<file path="config.mk">
export PLATFORM = sky130hd
export DESIGN_NAME = n_power_counter_fwd_diff
export DESIGN_NICKNAME = d
export VERILOG_FILES = /design/src/rtl/n_power_counter_fwd_diff_pkg.sv /design/src/rtl/n_power_counter_fwd_diff_step.sv /design/src/rtl/n_power_counter_fwd_diff.sv
export SDC_FILE = /design/constraint.sdc
export NUM_CORES = 1
export LEC_CHECK = 0
export BUFFER_PORTS_ARGS = -buffer_cell sky130_fd_sc_hd__buf_2
export CORE_ASPECT_RATIO = 1.2
export CORE_MARGIN = 1.5
export CORE_UTILIZATION = 30
export CTS_BUF_LIST = sky130_fd_sc_hd__clkbuf_8 sky130_fd_sc_hd__clkbuf_16
export CTS_CLUSTER_DIAMETER = 100
export DETAILED_ROUTE_END_ITERATION = 8
export GPL_ROUTABILITY_DRIVEN = 1
export PLACE_DENSITY_LB_ADDON = 0.1
export RECOVER_POWER = 25
export SLEW_MARGIN = 15
export SYNTH_ARGS = -nofsm -noshare
export SYNTH_HDL_FRONTEND = slang
export SYNTH_SLANG_ARGS = --single-unit
</file>
<file path="constraint.sdc">
create_clock -name clk -period 5.48 [get_ports clk]
set_input_delay 0 -clock clk [delete_from_list [all_inputs] [get_ports clk]]
set_output_delay 0 -clock clk [all_outputs]
set_load 0.02 [all_outputs]
</file>
<file path="src/rtl/n_power_counter_fwd_diff_pkg.sv">
// Shared definitions for the forward-difference power counter: state encoding,
// difference-step constants and derived widths.
package n_power_counter_fwd_diff_pkg;

  typedef enum logic [1:0] {
    ST_IDLE = 2'd0,
    ST_SEEK = 2'd1,
    ST_RUN  = 2'd2,
    ST_HALT = 2'd3
  } state_t;

  localparam int DS_STEP = 2;
  localparam int DC_STEP = 6;

  function automatic int sq_w(input int w);
    return 2 * w;
  endfunction

  function automatic int cu_w(input int w);
    return 3 * w;
  endfunction

endpackage

</file>
<file path="src/rtl/n_power_counter_fwd_diff_step.sv">
// Combinational forward-difference step: advances n, n^2, n^3 and their
// difference registers by one using adders only.
module fwd_diff_step
  import n_power_counter_fwd_diff_pkg::*;
#(
  parameter int W = 4
) (
  input  logic [W-1:0]         n,
  input  logic [sq_w(W)-1:0]   sq,
  input  logic [cu_w(W)-1:0]   cube,
  input  logic [2*W:0]         ds,
  input  logic [3*W+1:0]       dc1,
  input  logic [W+2:0]         dc2,
  output logic [W-1:0]         n_nxt,
  output logic [sq_w(W)-1:0]   sq_nxt,
  output logic [cu_w(W)-1:0]   cube_nxt,
  output logic [2*W:0]         ds_nxt,
  output logic [3*W+1:0]       dc1_nxt,
  output logic [W+2:0]         dc2_nxt
);

  logic [2*W:0]   sq_sum;
  logic [3*W+1:0] cu_sum;

  // Sums are formed at the difference-register width; n never passes the
  // limit, so the truncated upper bits are always zero.
  assign sq_sum   = {1'b0, sq} + ds;
  assign cu_sum   = {2'b00, cube} + dc1;

  assign n_nxt    = n + W'(1);
  assign sq_nxt   = sq_sum[sq_w(W)-1:0];
  assign cube_nxt = cu_sum[cu_w(W)-1:0];
  assign ds_nxt   = ds + (2*W+1)'(DS_STEP);
  assign dc1_nxt  = dc1 + {{(2*W-1){1'b0}}, dc2};
  assign dc2_nxt  = dc2 + (W+3)'(DC_STEP);

endmodule

</file>
<file path="src/rtl/n_power_counter_fwd_diff.sv">
// Multiplier-free counter producing n, n^2, n^3 with seek-to-start, limit,
// enable and halt/wrap end-of-sequence behaviour.
module n_power_counter_fwd_diff
  import n_power_counter_fwd_diff_pkg::*;
#(
  parameter int COUNT_WIDTH = 4,
  parameter bit WRAP_MODE   = 1'b0
) (
  input  logic                           clk,
  input  logic                           reset,
  input  logic                           start,
  input  logic [COUNT_WIDTH-1:0]         start_val,
  input  logic [COUNT_WIDTH-1:0]         limit,
  input  logic                           en,
  output logic [COUNT_WIDTH-1:0]         count,
  output logic [sq_w(COUNT_WIDTH)-1:0]   count_squared,
  output logic [cu_w(COUNT_WIDTH)-1:0]   count_cubed,
  output logic                           valid,
  output logic                           busy,
  output logic                           done,
  output logic                           wrapped
);

  localparam int W = COUNT_WIDTH;

  state_t              state;
  logic [W-1:0]        tgt_q, lim_q, tgt;
  logic [2*W:0]        ds;
  logic [3*W+1:0]      dc1;
  logic [W+2:0]        dc2;

  logic [W-1:0]        n_nxt;
  logic [sq_w(W)-1:0]  sq_nxt;
  logic [cu_w(W)-1:0]  cube_nxt;
  logic [2*W:0]        ds_nxt;
  logic [3*W+1:0]      dc1_nxt;
  logic [W+2:0]        dc2_nxt;

  assign tgt = (start_val < limit) ? start_val : limit;

  fwd_diff_step #(.W(W)) u_step (
    .n        (count),
    .sq       (count_squared),
    .cube     (count_cubed),
    .ds       (ds),
    .dc1      (dc1),
    .dc2      (dc2),
    .n_nxt    (n_nxt),
    .sq_nxt   (sq_nxt),
    .cube_nxt (cube_nxt),
    .ds_nxt   (ds_nxt),
    .dc1_nxt  (dc1_nxt),
    .dc2_nxt  (dc2_nxt)
  );

  always_ff @(posedge clk or posedge reset) begin
    if (reset) begin
      state         <= ST_IDLE;
      tgt_q         <= '0;
      lim_q         <= '0;
      count         <= '0;
      count_squared <= '0;
      count_cubed   <= '0;
      ds            <= '0;
      dc1           <= '0;
      dc2           <= '0;
      valid         <= 1'b0;
      busy          <= 1'b0;
      done          <= 1'b0;
      wrapped       <= 1'b0;
    end else begin
      done    <= 1'b0;
      wrapped <= 1'b0;
      if (start) begin
        state         <= ST_SEEK;
        tgt_q         <= tgt;
        lim_q         <= limit;
        count         <= '0;
        count_squared <= '0;
        count_cubed   <= '0;
        ds            <= (2*W+1)'(1);
        dc1           <= (3*W+2)'(1);
        dc2           <= (W+3)'(DC_STEP);
        valid         <= 1'b0;
        busy          <= 1'b1;
      end else begin
        case (state)
          ST_SEEK: begin
            if (count == tgt_q) begin
              state <= ST_RUN;
              busy  <= 1'b0;
              valid <= 1'b1;
            end else begin
              count         <= n_nxt;
              count_squared <= sq_nxt;
              count_cubed   <= cube_nxt;
              ds            <= ds_nxt;
              dc1           <= dc1_nxt;
              dc2           <= dc2_nxt;
            end
          end
          ST_RUN: begin
            if (en) begin
              if (count != lim_q) begin
                count         <= n_nxt;
                count_squared <= sq_nxt;
                count_cubed   <= cube_nxt;
                ds            <= ds_nxt;
                dc1           <= dc1_nxt;
                dc2           <= dc2_nxt;
              end else if (WRAP_MODE) begin
                count         <= '0;
                count_squared <= '0;
                count_cubed   <= '0;
                ds            <= (2*W+1)'(1);
                dc1           <= (3*W+2)'(1);
                dc2           <= (W+3)'(DC_STEP);
                wrapped       <= 1'b1;
              end else begin
                state <= ST_HALT;
                done  <= 1'b1;
              end
            end
          end
          default: ;  // IDLE and HALT hold until start or reset
        endcase
      end
    end
  end

endmodule

</file>
# [After elaboration in Yosys (flattened, before gate mapping)]
# Cells that the tools add are included.
[classes] n_addsub=6 eq_ne=9 magnitude_cmp=1 n_reduce_logical=6 n_mux=46
[op_table] operator="two-way mux 14 bit" count=4
[op_table] operator="two-way mux 12 bit" count=4
[op_table] operator="two-way mux 9 bit" count=4
[op_table] operator="two-way mux 8 bit" count=4
[op_table] operator="two-way mux 7 bit" count=4
[op_table] operator="one-hot mux 14 bit (2 select lines)" count=1
[op_table] operator="one-hot mux 12 bit (2 select lines)" count=1
[op_table] operator="two-way mux 4 bit" count=5
[op_table] operator="one-hot mux 9 bit (2 select lines)" count=1
[op_table] operator="one-hot mux 8 bit (2 select lines)" count=1
[op_table] operator="inequality test 3 bit, second input constant" count=5
[op_table] operator="adder 14 x 7 -> 14 bit" count=1
[op_table] operator="one-hot mux 7 bit (2 select lines)" count=1
[op_table] operator="adder 12 bit" count=1
[op_table] operator="two-way mux 1 bit" count=10
[op_table] operator="adder 9 x 2 -> 9 bit, second input constant" count=1
[op_table] operator="adder 8 bit" count=1
[op_table] operator="two-way mux 2 bit" count=4
[op_table] operator="one-hot mux 4 bit (2 select lines)" count=1
[op_table] operator="AND reduction 4 bit" count=2
[op_table] operator="adder 7 x 3 -> 7 bit, second input constant" count=1
[op_table] operator="adder 4 x 1 -> 4 bit, second input constant" count=1
[op_table] operator="equality test 4 bit" count=1
[op_table] operator="< comparator 4 bit" count=1
[op_table] operator="7 further kinds" count=8
[word_totals] elab_cells=80 reg_bits=67

# [Logic depth before layout (Yosys ltp)]
[logic_depth] ltp_word=5 ltp_mapped=8

# [Modules after synthesis]
# A second synthesis with hierarchy kept.
[hier_totals] hier_cells=482 hier_area_um2=4782.1
[modules_own_cells] module="n_power_counter_fwd_diff" seq_area_each_um2=1676.6 area_per_inst_um2=3435.8 instances=1 cells_per_inst=308
[modules_own_cells] module="fwd_diff_step" seq_area_each_um2=0.0 area_per_inst_um2=1346.3 instances=1 cells_per_inst=174

# [Least setup slack after synthesis]
# No wires, ideal clock.
[synth_path] path_type="reg-to-reg" startpoint="reg count_cubed[0]" endpoint="reg count_cubed[10]" setup_slack_ns=3.226 setup_ns=0.118 required_ns=5.362 n_path_buf=0 path_stages_with_launch=9 arrival_ns=2.136 path_cell_list="dfrtp_1 ha_1 fa_1 a211oi_1 o21bai_1 o22ai_1 o21ai_0 xor2_1 a21o_1"
[synth_via] elab_chain_cells=5
[synth_rtl] item="start: declaration" line="n_power_counter_fwd_diff.sv:17" rtl="output logic [cu_w(COUNT_WIDTH)-1:0] count_cubed,"
[synth_rtl] item="start signal: assignment" line="n_power_counter_fwd_diff.sv:96" rtl="count_cubed <= cube_nxt;"
[synth_rtl] item="start signal: assignment" line="n_power_counter_fwd_diff.sv:107" rtl="count_cubed <= cube_nxt;"
[synth_rtl] item="adder 12 bit (*)" line="n_power_counter_fwd_diff_step.sv:28" rtl="assign cu_sum = {2'b00, cube} + dc1;"
[synth_rtl] item="two-way mux 12 bit" line="n_power_counter_fwd_diff.sv:104" rtl="if (count != lim_q) begin"
[synth_rtl] item="two-way mux 12 bit" line="n_power_counter_fwd_diff.sv:103" rtl="if (en) begin"
[synth_rtl] item="one-hot mux 12 bit (2 select lines) (*)" line="n_power_counter_fwd_diff.sv:87" rtl="case (state)"
[synth_rtl] item="two-way mux 12 bit (*)" line="n_power_counter_fwd_diff.sv:74" rtl="if (start) begin"
# Mark *: on every way between the ends. The rest lies on a longest branch, timed or not. The select of a mux whose other input is x is not followed.
# A chain may end at the register's enable or synchronous reset.

# [Worst setup path after layout]
[layout_path] startpoint="reg count[3]" endpoint="reg dc2[6]"
[layout_via] elab_chain_cells=3
[layout_rtl] item="start: declaration" line="n_power_counter_fwd_diff.sv:15" rtl="output logic [COUNT_WIDTH-1:0] count,"
[layout_rtl] item="start signal: assignment" line="n_power_counter_fwd_diff.sv:94" rtl="count <= n_nxt;"
[layout_rtl] item="start signal: assignment" line="n_power_counter_fwd_diff.sv:105" rtl="count <= n_nxt;"
[layout_rtl] item="inequality test 4 bit / equality test 4 bit (equally long branches)" line="n_power_counter_fwd_diff.sv:104, n_power_counter_fwd_diff.sv:89"
[layout_rtl] item="inequality test 3 bit (no source line)"
[layout_rtl] item="AND reduction 4 bit (no source line) (*)"
[layout_rtl] item="end signal: assignment" line="n_power_counter_fwd_diff.sv:99" rtl="dc2 <= dc2_nxt;"
[layout_rtl] item="end signal: assignment" line="n_power_counter_fwd_diff.sv:110" rtl="dc2 <= dc2_nxt;"
[layout_rtl] item="end signal: assignment" line="n_power_counter_fwd_diff.sv:117" rtl="dc2 <= (W+3)'(DC_STEP);"
[layout_rtl] item="end: declaration" line="n_power_counter_fwd_diff.sv:30" rtl="logic [W+2:0] dc2;"
# Mark *: on every way between the ends. The rest lies on a longest branch, timed or not.

==> results_tabular.tex <==
\begin{tabular}{lr}
\hline
Metric & Value \\
\hline
\multicolumn{2}{l}{\textbf{Timing}} \\
Setup-violating endpoint count in the final report & 0 \\
Measured slew at the worst slew-check pin & 3.29 ns \\
Fmax & 365 MHz \\
Final hold slack & 0.00772 ns \\
Number of pins with negative max-slew slack in the final report & 73 \\
TNS Setup & 0 ns \\
Hold violation total from the final report & 0 \\
RSZ-0062 raised after global routing & no \\
Period utilization & 0.499 \\
Clock period minus worst slack & 2.74 ns \\
Worst relative slew slack & -1.20 \\
Final clock skew & 0.00748 ns \\
\multicolumn{2}{l}{\textbf{Synthesis}} \\
Count of unique library cells instantiated by Yosys & 50 \\
Post-synth EDFFs & 0 \\
Mapped Nets & 451 \\
Share of synthesized registers carrying an async set or reset & 1.00 \\
Seq cells post-synth & 63 \\
Top flip-flop cell by instance count after synthesis & dfrtp\_1 \\
Count of synthesis-stage warnings from yosys & 0 \\
Synthesized instance count & 406 \\
Mapped Avg Cell Area & 9.47 um2 \\
Post-Syn Area & 3840 um2 \\
Proportion of synthesized chip area in sequential cells & 0.410 \\
\multicolumn{2}{l}{\textbf{Global route}} \\
Sum of overflow across all layers after global routing & 0 \\
Total routing resource utilization after global routing & 0.136 \\
Initial antenna violation count & 0 \\
Global-route wire length before repair & 14.3 mm \\
Largest net degree at the start of global routing & 73 \\
Vias in the first global route & 3,009 \\
\multicolumn{2}{l}{\textbf{Placement}} \\
HPWL after detailed placement & 5.59 mm \\
Placed Cells incl. Taps & 593 \\
Count of buffers from port buffering & 38 \\
Routability congestion estimate from global placement & 0.737 \\
\multicolumn{2}{l}{\textbf{Clocking}} \\
Clock-pin transition on the worst setup and hold timing paths & 0.06 ns \\
Num CTS Buffers & 9 \\
Clk Latency, worst-skew pair & 0.33 ns \\
Buffer depth of the longest clock path & 2 \\
Max H-tree Level & 3 \\
Clock tree from TritonCTS & yes \\
Post-cts resize count & 0 \\
CTS root buffer & clkbuf\_16 \\
Clock sink count & 63 \\
\multicolumn{2}{l}{\textbf{Route}} \\
Vias post-DR & 2,949 \\
Violation count after the first detailed-route iteration & 124 \\
Routed wire length per instance & 13.7 um \\
Wirelength, routed & 8.48 mm \\
Number of nets still failing antenna checks after routing & 0 \\
Via density & 4.77 \\
DR pass1 iterations & 4 \\
Count of unresolved DRC violations after routing & 0 \\
\multicolumn{2}{l}{\textbf{Worst setup path}} \\
Type of the setup path with the least slack & reg -> reg \\
Critical path data required time & 5.57 ns \\
Category of the worst setup path launch point & register \\
CP Max Fanout & 38 \\
Arrival time at the worst endpoint & 2.82 ns \\
Critical path capture point type & register \\
\multicolumn{2}{l}{\textbf{Pwr}} \\
PnR Total Power & 2.03 mW \\
Peak VDD IR & 0.000166 V \\
Leakage power figure & 2.09 nW \\
PwrDens & 446 nW/um2 \\
\multicolumn{2}{l}{\textbf{Die}} \\
Die Footprint & 13,500 um2 \\
Number of placement rows & 45 \\
Horizontal extent of the die & 106 um \\
IO Pins & 40 \\
Core footprint & 12,600 um2 \\
Die Span Y & 127 um \\
Effective utilization at floorplan & 0.306 \\
\multicolumn{2}{l}{\textbf{Hold path}} \\
Worst min path class & in -> reg \\
\multicolumn{2}{l}{\textbf{Final layout}} \\
Final core occ & 0.362 \\
Area grow syn2layout & 18.1\% \\
Number of fill cells & 1,292 \\
Nets@finish & 494 \\
Fraction of layout instances using a drive strength above 1 & 0.0881 \\
Final standard cell count with taps included and fillers excluded & 618 \\
Total inserted antenna cells & 0 \\
\multicolumn{2}{l}{\textbf{Run status}} \\
Violated checks & max-capacitance violations, max-slew violations \\
Result of the run & finished with violations \\
\multicolumn{2}{l}{\textbf{Flow run}} \\
Max cap viols & 1 \\
\hline
\end{tabular}
[critical path, stage by stage, from the launching register on]
cell and delay [ns]:
dfrtp_1 0.42, xor2_1 0.19, nor4_2 0.62, a2bb2oi_4 0.83, nor3_1 0.18, xnor2_1 0.19, nor2_1 0.05
[cells by family after synthesis]
logic type               share of synthesized area
AND/OR/NAND/NOR                              0.165
AO/OA/AOI/OAI                                0.168
flip-flops                                   0.410
adder cells (fa/ha/maj)                      0.113
XOR/XNOR                                    0.0752
buffers and inverters                       0.0384
multiplexers                                0.0277
other                                      0.00195
[final timing paths]
path                       cells after the start        to          from  slack [ns]
max                                            6    dc2[6]      count[3]        2.74
min                                            3  tgt_q[2]  start_val[2]       0.008
max reg2reg                                    6    dc2[6]      count[3]        2.74
min reg2reg                                    1     ds[0]         ds[0]        0.47
max in group asynchronous                      4    dc2[3]         reset        4.46
min in group asynchronous                      4      done         reset        0.45
[area by class of cell]
class	count	area, um2	share of cell area
Timing Repair Buffer	49	258	0.0568
Inverter	11	41.3	0.00910
Tap cell	164	205	0.0452
Clock buffer	9	225	0.0496
Clock inverter	7	88.8	0.0196
Multi-Input combinational cell	315	2140	0.472
Sequential cell	63	1580	0.347
[placed cells by master, fill, tap and decap left out, drive strengths merged, types with 5 or more instances in the layout]
| master | instances |
|---|---|
| mux2 | 5 |
| clkbuf | 37 |
| mux2i | 5 |
| o21ai | 17 |
| buf | 12 |
| nor3 | 11 |
| or3 | 6 |
| ha | 30 |
| dfrtp | 63 |
| nor2b | 6 |
| a21o | 11 |
| a211oi | 10 |
| a21oi | 46 |
| dlygate4sd3 | 9 |
| nor2 | 36 |
| inv | 12 |
| xor2 | 20 |
| xnor2 | 13 |
| nand2 | 43 |
[sequential cells by signal, indices dropped and copies added (netlist names), 2 cells and up]
signal,count
count_cubed,12
dc1,12
count_squared,8
ds,8
dc2,6
count,4
lim_q,4
tgt_q,4
state,2
[power breakdown]
group	switching (mW)	total (mW)	internal [mW]
registers	0.0952	0.649	0.554
clock network	0.212	0.606	0.394
logic	0.461	0.771	0.310
total	0.768	2.03	1.26
[layer usage]
layer / track usage / wire length, um / part of all wire / up-vias
met3: 0.0276 / 282 / 0.033 / 13
met5: 0 / 0 / 0 / -
met1: 0.172 / 4040 / 0.48 / 1388
met4: 0.0707 / 170 / 0.020 / 0
met2: 0.219 / 3990 / 0.47 / 36
li1: - / - / - / 1512
[cells in the mapped netlist, types with 2 or more instances]
cell / instances / area, um2
dfrtp_1: 63 / 1580
a21oi_1: 46 / 230
nand2_1: 42 / 158
nor2_1: 36 / 135
ha_1: 30 / 375
xor2_1: 20 / 175
o21ai_0: 17 / 85.1
xnor2_1: 13 / 114
a21o_1: 11 / 82.6
inv_1: 11 / 41.3
nor3_1: 11 / 55.1
a211oi_1: 10 / 75.1
clkbuf_1: 7 / 26.3
nor2b_1: 6 / 37.5
or3_1: 6 / 37.5
buf_4: 5 / 37.5
mux2i_1: 5 / 50.1
mux2_2: 4 / 45.0
nand2b_1: 4 / 25.0
nand4_1: 4 / 25.0
o21a_1: 4 / 30.0
buf_6: 3 / 33.8
fa_1: 3 / 60.1
nand3_1: 3 / 15.0
nand3b_1: 3 / 22.5
nor3b_1: 3 / 22.5
o21bai_1: 3 / 22.5
or2_2: 3 / 18.8
a21boi_0: 2 / 15.0
a31oi_1: 2 / 12.5
and2_1: 2 / 12.5
conb_1: 2 / 7.51
nor4_1: 2 / 12.5
o211ai_1: 2 / 15.0
o22ai_1: 2 / 12.5
or4_1: 2 / 15.0
[per-stage QoR]
stage | instance area, um2 | worst slack (ns)
6_report | 4540 | 2.74
4_1_cts | 4580 | 2.76
2_1_floorplan | 3840 | 3.23
5_1_grt | 4540 | 2.37
3_5_place_dp | 4170 | 2.79
3_3_place_gp | 4170 | 2.82
[repair_timing]
action,in CTS,in global routing
hold buffers,9,0
endpoints found under the hold margin,71,0
buffers inserted,0,0
Note: power is estimated with default switching activity, not from simulation.
